[src/rtl/daq_usb_streamer.sv]
// rtl/daq_usb_streamer.sv - DAQ frame forwarder from the packetizer FIFO to an FX2 slave FIFO
// Locks onto the two-byte preamble, writes one byte per SLWR strobe and closes each frame with PKTEND.
module daq_usb_streamer #(
   parameter int          FRAME_BYTES = 130,
   parameter logic [7:0]  PREAMBLE    = 8'hAA,
   parameter logic [1:0]  FIFOADR     = 2'b10
) (
   input  logic        clk_i,
   input  logic        reset_i,
   input  logic        en_i,
   input  logic        fifo_empty_i,
   output logic        fifo_rd_en_o,
   input  logic [7:0]  fifo_dout_i,
   input  logic        fx2_full_n_i,
   output logic        fx2_slwr_n_o,
   output logic        fx2_pktend_n_o,
   output logic [7:0]  fx2_fd_o,
   output logic [1:0]  fx2_fifoadr_o,
   output logic        busy_o,
   output logic        sync_err_o,
   output logic [15:0] sync_err_cnt_o,
   output logic [15:0] frame_cnt_o
);

   localparam int PW = $clog2(FRAME_BYTES);
   localparam logic [PW-1:0] PAY_LAST = PW'(FRAME_BYTES - 2);

   localparam logic [3:0] IDLE     = 4'd0;
   localparam logic [3:0] HUNT_RD  = 4'd1;
   localparam logic [3:0] HUNT_CHK = 4'd2;
   localparam logic [3:0] PRE0     = 4'd3;
   localparam logic [3:0] PRE1     = 4'd4;
   localparam logic [3:0] PAY_RD   = 4'd5;
   localparam logic [3:0] PAY_LAT  = 4'd6;
   localparam logic [3:0] PAY_WR   = 4'd7;
   localparam logic [3:0] PKTEND   = 4'd8;

   logic [3:0]    state_q, state_d;
   logic [1:0]    aa_cnt_q, aa_cnt_d;
   logic [PW-1:0] pay_cnt_q, pay_cnt_d;
   logic [7:0]    fd_q, fd_d;
   logic          setup_q, setup_d;
   logic          err_armed_q, err_armed_d;
   logic          sync_err_q, sync_err_d;
   logic [15:0]   sync_err_cnt_q, sync_err_cnt_d;
   logic [15:0]   frame_cnt_q, frame_cnt_d;
   logic          wr_state, wr_strobe, pkt_strobe;

   // setup_q is low for the single cycle right after fd_q is reloaded, so
   // the bus always holds a byte for one full cycle before SLWR drops.
   assign wr_state   = (state_q == PRE0) || (state_q == PRE1) || (state_q == PAY_WR);
   assign wr_strobe  = wr_state && fx2_full_n_i && setup_q;
   assign pkt_strobe = (state_q == PKTEND) && fx2_full_n_i;

   assign fifo_rd_en_o   = ((state_q == HUNT_RD) || (state_q == PAY_RD)) && !fifo_empty_i;
   assign fx2_slwr_n_o   = !wr_strobe;
   assign fx2_pktend_n_o = !pkt_strobe;
   assign fx2_fd_o       = fd_q;
   assign fx2_fifoadr_o  = FIFOADR;
   assign busy_o         = (state_q != IDLE);
   assign sync_err_o     = sync_err_q;
   assign sync_err_cnt_o = sync_err_cnt_q;
   assign frame_cnt_o    = frame_cnt_q;

   always_comb begin
      state_d        = state_q;
      aa_cnt_d       = aa_cnt_q;
      pay_cnt_d      = pay_cnt_q;
      fd_d           = fd_q;
      setup_d        = 1'b1;
      err_armed_d    = err_armed_q;
      sync_err_d     = 1'b0;
      sync_err_cnt_d = sync_err_cnt_q;
      frame_cnt_d    = frame_cnt_q;
      case (state_q)
         IDLE: begin
            if (en_i) begin
               state_d     = HUNT_RD;
               aa_cnt_d    = 2'd0;
               pay_cnt_d   = '0;
               err_armed_d = 1'b1;
            end
         end
         HUNT_RD: begin
            if (!fifo_empty_i) state_d = HUNT_CHK;
         end
         HUNT_CHK: begin
            if (fifo_dout_i == PREAMBLE) begin
               aa_cnt_d = aa_cnt_q + 2'd1;
               if (aa_cnt_d == 2'd2) begin
                  state_d   = PRE0;
                  aa_cnt_d  = 2'd0;
                  pay_cnt_d = '0;
                  fd_d      = PREAMBLE;
                  setup_d   = 1'b0;
               end else begin
                  state_d = HUNT_RD;
               end
            end else begin
               aa_cnt_d = 2'd0;
               state_d  = HUNT_RD;
               if (err_armed_q) begin
                  err_armed_d = 1'b0;
                  sync_err_d  = 1'b1;
                  if (sync_err_cnt_q != 16'hFFFF) sync_err_cnt_d = sync_err_cnt_q + 16'd1;
               end
            end
         end
         PRE0: begin
            if (wr_strobe) state_d = PRE1;
         end
         PRE1: begin
            if (wr_strobe) state_d = PAY_RD;
         end
         PAY_RD: begin
            if (!fifo_empty_i) state_d = PAY_LAT;
         end
         PAY_LAT: begin
            fd_d    = fifo_dout_i;
            setup_d = 1'b0;
            state_d = PAY_WR;
         end
         PAY_WR: begin
            if (wr_strobe) begin
               pay_cnt_d = pay_cnt_q + PW'(1);
               state_d   = (pay_cnt_d == PAY_LAST) ? PKTEND : PAY_RD;
            end
         end
         PKTEND: begin
            if (pkt_strobe) begin
               frame_cnt_d = frame_cnt_q + 16'd1;
               pay_cnt_d   = '0;
               if (en_i) begin
                  state_d     = HUNT_RD;
                  aa_cnt_d    = 2'd0;
                  err_armed_d = 1'b1;
               end else begin
                  state_d = IDLE;
               end
            end
         end
         default: state_d = IDLE;
      endcase
   end

   always_ff @(posedge clk_i) begin
      if (reset_i) begin
         state_q        <= IDLE;
         aa_cnt_q       <= 2'd0;
         pay_cnt_q      <= '0;
         fd_q           <= 8'h00;
         setup_q        <= 1'b0;
         err_armed_q    <= 1'b0;
         sync_err_q     <= 1'b0;
         sync_err_cnt_q <= 16'h0000;
         frame_cnt_q    <= 16'h0000;
      end else begin
         state_q        <= state_d;
         aa_cnt_q       <= aa_cnt_d;
         pay_cnt_q      <= pay_cnt_d;
         fd_q           <= fd_d;
         setup_q        <= setup_d;
         err_armed_q    <= err_armed_d;
         sync_err_q     <= sync_err_d;
         sync_err_cnt_q <= sync_err_cnt_d;
         frame_cnt_q    <= frame_cnt_d;
      end
   end

endmodule

[config.mk]
export PLATFORM = sky130hd
export DESIGN_NAME = daq_usb_streamer
export DESIGN_NICKNAME = d
export VERILOG_FILES = /design/src/rtl/daq_usb_streamer.sv
export SDC_FILE = /design/constraint.sdc
export NUM_CORES = 1
export LEC_CHECK = 0
export BUFFER_PORTS_ARGS = -buffer_cell sky130_fd_sc_hd__buf_2
export CAP_MARGIN = 20
export CORE_ASPECT_RATIO = 2
export CORE_UTILIZATION = 33
export DETAILED_ROUTE_END_ITERATION = 12
export GPL_ROUTABILITY_DRIVEN = 0
export SETUP_SLACK_MARGIN = 0.4
export SLEW_MARGIN = 20
export SYNTH_ARGS = -nofsm -noshare
export SYNTH_HDL_FRONTEND = slang
export SYNTH_SLANG_ARGS = --single-unit
[constraint.sdc]
create_clock -name clk_i -period 3.4 [get_ports clk_i]
set_clock_uncertainty 0.05 [all_clocks]
set_input_delay 0.34 -clock clk_i [delete_from_list [all_inputs] [get_ports clk_i]]
set_output_delay 0.34 -clock clk_i [all_outputs]
set_load 0.01 [all_outputs]
==> results of run 1 <==
-- layer usage --
layer | up-vias | wire [um]
met2 | 66 | 3920
met4 | 0 | 268
li1 | 1313 | -
met3 | 18 | 263
met1 | 1215 | 2720
met5 | - | 0
-- synthesized netlist by cell type, types with 2 or more instances --
cell type	instances
nor3_1	11
o21a_1	3
nand2b_1	5
nor4_1	4
nand3b_1	3
or2_2	3
a32oi_1	2
nand4_1	9
and2_1	3
xor2_1	12
nor2b_1	3
buf_4	2
buf_6	2
nand2_1	22
a211oi_1	3
or4b_1	2
nand4bb_1	2
xnor2_1	14
dfxtp_1	57
mux2i_1	4
o21ai_1	3
o2111ai_1	3
nor2_1	45
and3_1	9
clkbuf_1	7
o221a_2	4
ha_1	4
or3_1	7
conb_1	2
nor4_2	2
a31oi_1	3
nand3_1	12
inv_1	7
nor3b_1	3
o211ai_1	3
o21ai_0	7
buf_2	5
a22oi_1	4
and4_1	4
a21oi_1	13
-- tightest hold or removal path, stage by stage --
cell     delay [ns]
buf_2          0.08
a22oi_1        0.06
nor2_1         0.08
-- cell families (layout without fill, tap and decap cells) --
group,count (synthesis),count (layout),synth area share
xor gates and xnor gates,26,26,0.0778
muxes,4,4,0.0137
and+or+nand+nor,155,155,0.294
buffers and inverters,25,80,0.0419
DFF,57,57,0.390
AOI/OAI and AO/OA,62,62,0.163
other,2,2,0.00257
adders and majority gates,4,4,0.0171
-- cells in the final DEF, fill, tap and decap left out, types with 11 or more instances in the layout --
cell      n
a21oi_1  13
xnor2_1  14
nand3_1  12
nor2_1   45
dfxtp_1  57
nand2_1  22
xor2_1   12
nor3_1   11
buf_2    57
-- path summary, 6_finish.rpt --
check	to	slack, ns	cells after the start
setup / recovery	fx2_slwr_n_o	1.19	3
hold / removal	fx2_fd_o[4]	0.22	3
setup reg to reg	pay_cnt_q[1]	1.23	5
hold reg to reg	aa_cnt_q[0]	0.41	2
-- flip-flops by register name (all words and copies together), names as in the netlist --
name            flops
sync_err_cnt_o     16
pay_cnt_q           8
state_q             4
aa_cnt_q            2
fx2_fd_o            8
frame_cnt_o        16
setup_q             1
sync_err_o          1
err_armed_q         1
-- per-stage QoR --
step	util	cells	hold WS (ns)	worst slack, ns
CTS	0.412	490	0.212	1.18
global placement	0.378	476	0.405	1.33
floorplan	-	335	0.391	1.58
finish	0.412	490	0.225	1.19
global route	0.412	490	0.250	1.03
detailed placement	0.378	476	0.408	1.24
-- power breakdown --
part           internal [uW]  switching (uW)
clock network            576             291
logic                   80.9             117
registers                683            39.0
total                   1340             447
-- final cells by class --
cell class | instances | area [um^2]
clock buffer | 11 | 243
clock inverter | 3 | 42.5
fill | 876 | 5050
inverter | 8 | 30.0
multi-input combinational | 253 | 1660
sequential | 57 | 1140
tap | 100 | 125
timing repair buffer | 58 | 293
==> impl_results.md, run 1 <==
- Syn_nets: 352
- Synth Flop Type: dfxtp_1
- Critical path's top delay family: flip-flops
- Slew HR: 0.607
- CTS buffer count: 9
- Area grow syn2layout: 20.9%
- Cts repair resizes: 0
- Die X: slightly below 70 um
- Io pins: 60
- Via count: 2,612
- Vias in the first global route: ~2,600
- Power density of the placed cells: 505 mW/mm^2
- Worst Max-Slew Pin Slew: 0.583 ns
- Worst-path clk slew: 0.05 ns
- Largest fanout on the critical path: 13
- Yosys reg bits: 57
- Final setup viols: 0
- Worst setup EP type: primary output
- CTS H-tree lvls: 3
- Post-synth EDFFs: 0
- Nets: 404
- DRT Wirelength: 7170 um
- DRT Pass-1 Iters: 4
- Syn Inst Count: 335
- Crit-path cells: or3b_1 -> a211o_1 -> buf_2
- Area of the die: 0.00927 mm^2
- Synth top area cells: dfxtp_1 (39%), nor2_1 (5.8%), xnor2_1 (4.2%)
- MaxCap Viol Count: 0
- Max Slew Vio Count: 0
- CP Buf/Inv Count: 1
- Starting Density: 0.341
- Setup Fix Bufs, Post-CTS: 0
- RSZ-0062 raised after global routing: no
- CORE AREA: roughly 0.0086 mm^2
- Yosys cell types: 62
- Initial antenna violation count: 0
- Placement Rows: between 40 and 50
- CTS Sinks: 57
- Design area: roughly 0.0035 mm^2
- Gr busiest metal: met2
- Post-DP HPWL: 5250 um
- Ys Warns: 0
- Vias per inst: approximately 5.3
- TritonCTS clock tree: built
- Synthesized area per cell: 8.73 um^2
- Longest Clk Path Bufs: 2
- Outcome: finished, final reports clean
- Largest net degree at the start of global routing: 27
- Buffers on Ports: 57
- Fin crit period: 2.21 ns
- First-pass GRT wire length: 12,100 um
- Post-synthesis async set-or-reset flop share: 0
- Met1 global-route usage: 0.184
- Post-synthesis sequential area ratio: 0.390
- CP Class: reg2out
- Period utilization: 0.651
- Fmax: 452 MHz
- Arrival @ worst endpoint: 1.82 ns
- Final Hold Vio Count: 0
- CTS Hold Bufs: 0
- DRC violation count after routing: 0
- Mapped Area: 0.00293 mm^2
- Grt met3 use: 0.0446
- Clk root buf: clkbuf_16
- CP max stage cell: dfxtp_1
- Slowest Stage Delay on Critical Path: 0.67 ns
- Drt wl/cell: 14.6 um
- Antenna Violating Nets Remaining: 0
- Hold Startpoint: fifo_dout_i[4]
- Setup crit start kind: register
- Total power: around 1800 uW
- Critical path origin: state_q[2]
- Clock latency on the worst-skew pair: 0.32 ns
- Pleak: 0.00139 uW
- Share of layout cells above drive strength 1: 0.228
- Worst r2r src: state_q[0]
- Worst min path class: in2reg
- Die Y-Extent: 135 um
- Fin Setup TNS: 0 ns
- Ant diodes: 0
- Yosys top cell by area: dfxtp_1
- Worst Path Required: 3.01 ns
- DRT iter0 DRCs: 85
- Maximum VDD drop: 278 uV
- Share of the synthesized area in the top cell type: 0.390
- Global Route Usage Sum: 0.174
- Met2 usage: 0.293
- Placed cell areas: 0.00325 mm^2
- GR Overflow Total: 0
Power figures use the tool's default switching activity.
==> run 2: changes to the inputs <==
==> constraint.sdc (replaced) <==
create_clock -name clk_i -period 2.13 [get_ports clk_i]
set_clock_uncertainty 0.05 [all_clocks]
set_input_delay 0.213 -clock clk_i [delete_from_list [all_inputs] [get_ports clk_i]]
set_output_delay 0.213 -clock clk_i [all_outputs]
set_load 0.01 [all_outputs]
==> run 2 against run 1 <==
- global-route usage increased by 0.39 points
- wire length is 10% higher
- total power increased by 72%
- setup slack lost 0.86 ns
- hold slack lost 0.13 ns
- via count is 7.9% higher
- sequential share of layout area fell by 3.3 points
- design area grew 16%
- die area is the same
- clock power up 58%
- critical path type is now reg2reg
- critical endpoint is now state_q[0]
- largest cell class unchanged
==> impl_results.md, run 2 (same netlist as run 1, synthesis figures left out) <==
- Fin Setup TNS: 0 ns (unchanged)
- Vias in the first global route: 2,675 (+2.9%)
- Buffers on Ports: 57 (unchanged)
- Max Slew Vio Count: 0 (unchanged)
- Arrival @ worst endpoint: 1.96 ns (+0.14 ns)
- Clock latency on the worst-skew pair: 0.32 ns (about the same)
- CTS H-tree lvls: 3 (unchanged)
- First-pass GRT wire length: 12,200 um (+1.4%)
- Worst-path clk slew: 0.05 ns (about the same)
- DRT Wirelength: 7880 um (+10%)
- Drt wl/cell: 15.0 um (+2.3%)
- Largest fanout on the critical path: 6 (-7)
- Via count: 2,819 (+7.9%)
- FILL cells: 797 (-9.0%)
- Worst min path class: in2reg
- Die Y-Extent: 135 um (unchanged)
- Placement Rows: 48 (unchanged)
- Largest net degree at the start of global routing: 21 (-22%)
- MaxCap Viol Count: 0 (unchanged)
- RSZ-0062 raised after global routing: yes
- Final Hold Vio Count: 0 (unchanged)
- DRT iter0 DRCs: 83 (-2.4%)
- Outcome: finished, final reports clean
- CTS Hold Bufs: 0 (unchanged)
- Fin crit period: 1.81 ns
- Commonest non-fill, non-tap cell in the layout: buf_2
- DRC violation count after routing: 0 (unchanged)
- Setup crit start kind: register
- Antenna Violating Nets Remaining: 0 (unchanged)
- Period utilization: 0.849
- Most frequent cells in the layout: buf_2 (56), nor2_1 (44), dfxtp_1 (37)
- Final setup viols: 0 (unchanged)
- Longest Clk Path Bufs: 2 (unchanged)
- Die X: 68.6 um (unchanged)
- Nets: 439 (+8.7%)
- Area grow syn2layout: 40.2%
- Pleak: 0.00168 uW (+21%)
- Fmax: 553 MHz
- Post-DP HPWL: 5480 um (+4.4%)
- CORE AREA: 0.00859 mm^2 (unchanged)
- DRT Pass-1 Iters: 4 (unchanged)
- GR Overflow Total: 0 (unchanged)
- CP Class: reg2reg
- Ant diodes: 0 (unchanged)
- Share of layout cells above drive strength 1: 0.403 (+0.175)
- Maximum VDD drop: 637 uV (+130%)
- Worst setup EP type: register
- Initial antenna violation count: 0 (unchanged)
- Finished Core Util: 0.478 (+0.0659)
- TritonCTS clock tree: built
- Clk root buf: clkbuf_16
- Power density of the placed cells: 751 mW/mm^2 (+49%)
- Vias per inst: 5.35 (+0.35%)
- CTS Sinks: 57 (unchanged)
- Worst Path Required: 2.28 ns (-0.73 ns)
- Area of the die: 0.00927 mm^2 (unchanged)
- Io pins: 60 (unchanged)
- Global Route Usage Sum: 0.178 (+0.00392)
- Starting Density: 0.341 (unchanged)
- CTS buffer count: 9 (unchanged)
[run 2: worst max-delay path: stages (launching register included)]
cell	delay, ns
dfxtp_4	0.40
or3b_4	0.39
a221o_1	0.37
nand2_2	0.12
mux2i_1	0.26
o22ai_1	0.10
[run 2: where the power goes]
part	switching, uW	leakage (uW)	internal, uW	total, uW
Combinational	279	0.00106	289	568
Clock	466	0.000149	908	1370
Sequential	46.5	0.000473	1090	1140
[run 2: repair_timing]
action,4_1_cts,5_1_grt
pin swaps,8,23
cloned,0,0
resized for setup,30,46
setup buffers,11,9
endpoints found under the setup margin,47,38
endpoints found under the hold margin,0,0
[run 2: through the flow]
| stage | worst slack, ns | cell area (um^2) | hold slack (ns) | cells | power, uW |
|---|---|---|---|---|---|
| 3_3_place_gp | 0.134 | 3370 | 0.406 | 491 | 1510 |
| 2_1_floorplan | 0.395 | 2930 | 0.311 | 335 | 1410 |
| 6_report | 0.322 | 4100 | 0.0927 | 527 | 3080 |
| 3_5_place_dp | 0.106 | 3370 | 0.412 | 491 | 1520 |
| 5_1_grt | 0.275 | 4100 | 0.0958 | 527 | 3210 |
| 4_1_cts | 0.344 | 3840 | 0.0799 | 518 | 3000 |
[run 2: layout make-up]
cell class	instances	area, um^2	share of cell area
multi-input cells	253	1880	0.459
repair buffers	93	581	0.142
inverters	8	30.0	0.00732
well taps	100	125	0.0305
flip-flops and latches	57	1190	0.290
clock buffers	14	284	0.0692
clock inverters	2	10.0	0.00244
[run 2: path summary, 6_finish.rpt]
check / slack (ns) / cells past startpoint / to / from
max reg2reg: 0.32 / 5 / state_q[0] / state_q[2]
min reg2reg: 0.41 / 2 / aa_cnt_q[0] / aa_cnt_q[0]
min: 0.09 / 3 / fx2_fd_o[4] / fifo_dout_i[4]
max: 0.32 / 5 / state_q[0] / state_q[2]
[run 2: routing by layer]
metal / routed length (um) / global-route usage / part of all wire / vias up
li1: - / - / - / 1386
met1: 2990 / 0.169 / 0.38 / 1350
met2: 4390 / 0.323 / 0.56 / 63
met3: 206 / 0.0362 / 0.026 / 20
met4: 297 / 0.119 / 0.038 / 0
met5: 0 / 0 / 0 / -
==> run 3: changes to the inputs <==
--- a/config.mk
+++ b/config.mk
@@ -5,6 +5,7 @@
 export SDC_FILE = /design/constraint.sdc
 export NUM_CORES = 1
 export LEC_CHECK = 0
+export ABC_AREA = 1
 export BUFFER_PORTS_ARGS = -buffer_cell sky130_fd_sc_hd__buf_2
 export CAP_MARGIN = 20
 export CORE_ASPECT_RATIO = 2
==> constraint.sdc (replaced) <==
create_clock -name clk_i -period 1.7 [get_ports clk_i]
set_clock_uncertainty 0.05 [all_clocks]
set_input_delay 0.17 -clock clk_i [delete_from_list [all_inputs] [get_ports clk_i]]
set_output_delay 0.17 -clock clk_i [all_outputs]
set_load 0.01 [all_outputs]
==> run 3 against run 2 <==
- utilization grew 4.4 points
- first-iteration DRC count up 130%
- wire length rose by 28%
- register-to-register slack lost 0.20 ns
- area after synthesis up 9.4%
- hold slack got worse by 0.023 ns
- critical endpoint is now state_q[3]
- via count is 24% higher
- clock power rose by 15%
- sequential share of layout area decreased by 4.4 points
- non-clock buffer count is 22 higher
==> impl_results.md, run 3 <==
- CTS buffer count: 9 (unchanged)
- DP Cell Count: 632 (+29%)
- Pleak: 0.00217 uW (+29%)
- Clock latency on the worst-skew pair: 0.33 ns (about the same)
- Post-synth EDFFs: 0 (unchanged)
- Share of layout cells above drive strength 1: 0.485 (+0.0819)
- Worst r2r src: state_q[0]
- Yosys cell types: 40 (-35%)
- WHS Path Cells: 3 (unchanged)
- GR Overflow Total: 0 (unchanged)
- Placed cell areas: 0.00380 mm^2 (+13%)
- Longest Clk Path Bufs: 2 (unchanged)
- Drt wl/cell: 14.6 um (-2.2%)
- Power density of the placed cells: 1220 mW/mm^2 (+63%)
- Synthesized area per cell: 6.88 um^2 (-21%)
- Via count: 3,505 (+24%)
- Placement Rows: 50 (+4.2%)
- Design area: 0.00489 mm^2 (+19%)
- Commonest non-fill, non-tap cell in the layout: nand2_1
- CTS Sinks: 57 (unchanged)
- Non-filler cells in the finished layout: 692 (+31%)
- Total power: 5970 uW (+94%)
- DRT Wirelength: 10,100 um (+28%)
- Die X: 71.6 um (+4.5%)
- Worst Path Required: 1.90 ns (-0.38 ns)
- Reg2Reg Setup Slack: 0.12 ns (-0.20 ns)
- Worst setup EP type: register
- Synth top area cells: dfxtp_1 (36%), nand2_1 (12%), nor2_1 (7.3%)
- Setup crit start kind: register
- Buffers on Ports: 57 (unchanged)
- Worst min path class: in2reg
- Top cells by count, synth: nand2_1 (105), nor2_1 (62), dfxtp_1 (57), inv_1 (50), a21oi_1 (29)
- Vias in the first global route: 3,420 (+28%)
- Vias per inst: 5.07 (-5.3%)
- Mapped Area: 0.00320 mm^2 (+9.4%)
- Fin crit period: 1.58 ns (-0.230 ns)
- Register area: 0.00120 mm^2 (+1.2%)
- Final Hold Vio Count: 0 (unchanged)
- Starting Density: 0.341 (+0.000449)
- Max Slew Vio Count: 0 (unchanged)
- CP Class: reg2reg
- Period utilization: 0.928 (+0.0796)
- Worst-path clk slew: 0.05 ns (about the same)
- Die Y-Extent: 141 um (+4.5%)
- Fmax: 634 MHz (+15%)
- Syn Inst Count: 465 (+39%)
- Io pins: 60 (unchanged)
- Area occupied by multi-input gates: 0.00225 mm^2 (+19%)
- CORE AREA: 0.00938 mm^2 (+9.3%)
- Area grow syn2layout: 52.9%
- Post-synthesis sequential area ratio: 0.357 (-0.0335)
- RSZ-0062 raised after global routing: yes
- Yosys reg bits: 57 (unchanged)
- FILL cells: 924 (+16%)
- DRT Pass-1 Iters: 7 (+3)
- Largest net degree at the start of global routing: 30 (+43%)
- Share of the synthesized area in the top cell type: 0.357 (-0.0335)
- Reg2reg path depth: 11 (+6)
- Reg2reg end: state_q[3]
- CTS H-tree lvls: 3 (unchanged)
- MaxCap Viol Count: 0 (unchanged)
- Syn_nets: 482 (+37%)
- Synth Flop Type: dfxtp_1
- Initial antenna violation count: 0 (unchanged)
- Post-synthesis async set-or-reset flop share: 0 (unchanged)
- Maximum VDD drop: 645 uV (+1.3%)
- Yosys top cell by area: dfxtp_1
- Global Route Usage Sum: 0.194 (+0.0162)
- Most frequent cells in the layout: nand2_1 (75), buf_2 (56), nor2_1 (47)
- First-pass GRT wire length: 15,400 um (+26%)
- Post-DP HPWL: 6620 um (+21%)
- Critical path origin: state_q[0]
- DRC violation count after routing: 0 (unchanged)
- Largest fanout on the critical path: 5 (-1)
- Arrival @ worst endpoint: 1.78 ns (-0.18 ns)
- Antenna Violating Nets Remaining: 0 (unchanged)
- Final setup viols: 0 (unchanged)
- Outcome: finished, final reports clean
- Clk root buf: clkbuf_16
- Area of the die: 0.0101 mm^2 (+9.2%)
- Crit path to: state_q[3]
- Ant diodes: 0 (unchanged)
- DRT iter0 DRCs: 187 (+130%)
- Nets: 600 (+37%)
- Ys Warns: 0 (unchanged)
- TritonCTS clock tree: built
- Most used standard cell by instance count after synthesis: nand2_1
## run 3: cell types whose count changed in the layout (fill, tap and decap cells not counted), sizes merged, moves of 5 or more
cell,delta
nand3,+15
or3,-7
o21ai,+20
nor2,+23
inv,+52
buf,+22
nand2,+96
nand2b,-5
nor4,-6
xnor2,-8
and3,-9
a21oi,+25
## run 3: power breakdown
group	switching, uW	internal [uW]
Combinational	1470	1110
Sequential	253	1570
Clock	609	966
Total	2330	3640
## run 3: layout make-up
class                           count  area share
Timing Repair Buffer              115       0.160
Inverter                           59      0.0539
Sequential cell                    57       0.246
Timing Repair inverter              1     0.00230
Clock buffer                       11      0.0475
Clock inverter                      5     0.00460
Multi-Input combinational cell    340       0.459
Tap cell                          104      0.0266
## run 3: cells by family after synthesis
family,after synthesis,synth area share
and+or+nand+nor,237,0.342
adders and majority gates,4,0.0156
other,2,0.00235
DFF,57,0.357
AOI/OAI and AO/OA,80,0.149
buffers and inverters,70,0.0930
xor gates and xnor gates,15,0.0410
## run 3: worst max-delay path, stage by stage (launching register included)
cell and delay (ns):
dfxtp_4 0.40, inv_4 0.05, nand3_4 0.07, nor2_4 0.06, buf_6 0.12, nand2_4 0.07, nand2_4 0.07, a21oi_4 0.19
o21ai_4 0.11, inv_2 0.10, nand2_2 0.08, a21oi_2 0.13
## run 3: worst min-delay path by stage
stage / from / to / slack [ns]
global placement: aa_cnt_q[1] / aa_cnt_q[1] / 0.39
CTS: fifo_dout_i[0] / fx2_fd_o[0] / 0.07
global route: fifo_dout_i[6] / fx2_fd_o[6] / 0.08
floorplan: en_i / err_armed_q / 0.28
detailed placement: aa_cnt_q[1] / aa_cnt_q[1] / 0.39
finish: fifo_dout_i[0] / fx2_fd_o[0] / 0.07
## run 3: metrics by stage
step / hold WS, ns / utilization / setup slack [ns] / setup TNS (ns)
global route: 0.0804 / 0.522 / 0.0226 / 0
detailed placement: 0.389 / 0.405 / -0.00299 / -0.00299
finish: 0.0695 / 0.522 / 0.122 / 0
global placement: 0.387 / 0.405 / 0.0548 / 0
floorplan: 0.278 / - / 0.245 / 0
CTS: 0.0662 / 0.475 / 0.174 / 0
## run 3: timing repair
| action | in CTS | in global routing |
|---|---|---|
| endpoints found under the hold margin | 0 | 0 |
| endpoints found under the setup margin | 59 | 60 |
| cloned | 3 | 0 |
| pin swaps | 32 | 34 |
| hold buffers | 0 | 0 |
| resized for setup | 65 | 87 |
| setup buffers | 22 | 19 |
## run 3: per-layer routing
| metal | part of all wire | global-route usage |
|---|---|---|
| met1 | 0.35 | 0.176 |
| met2 | 0.57 | 0.374 |
| met3 | 0.030 | 0.0341 |
| met4 | 0.048 | 0.135 |
| met5 | 0 | 0 |
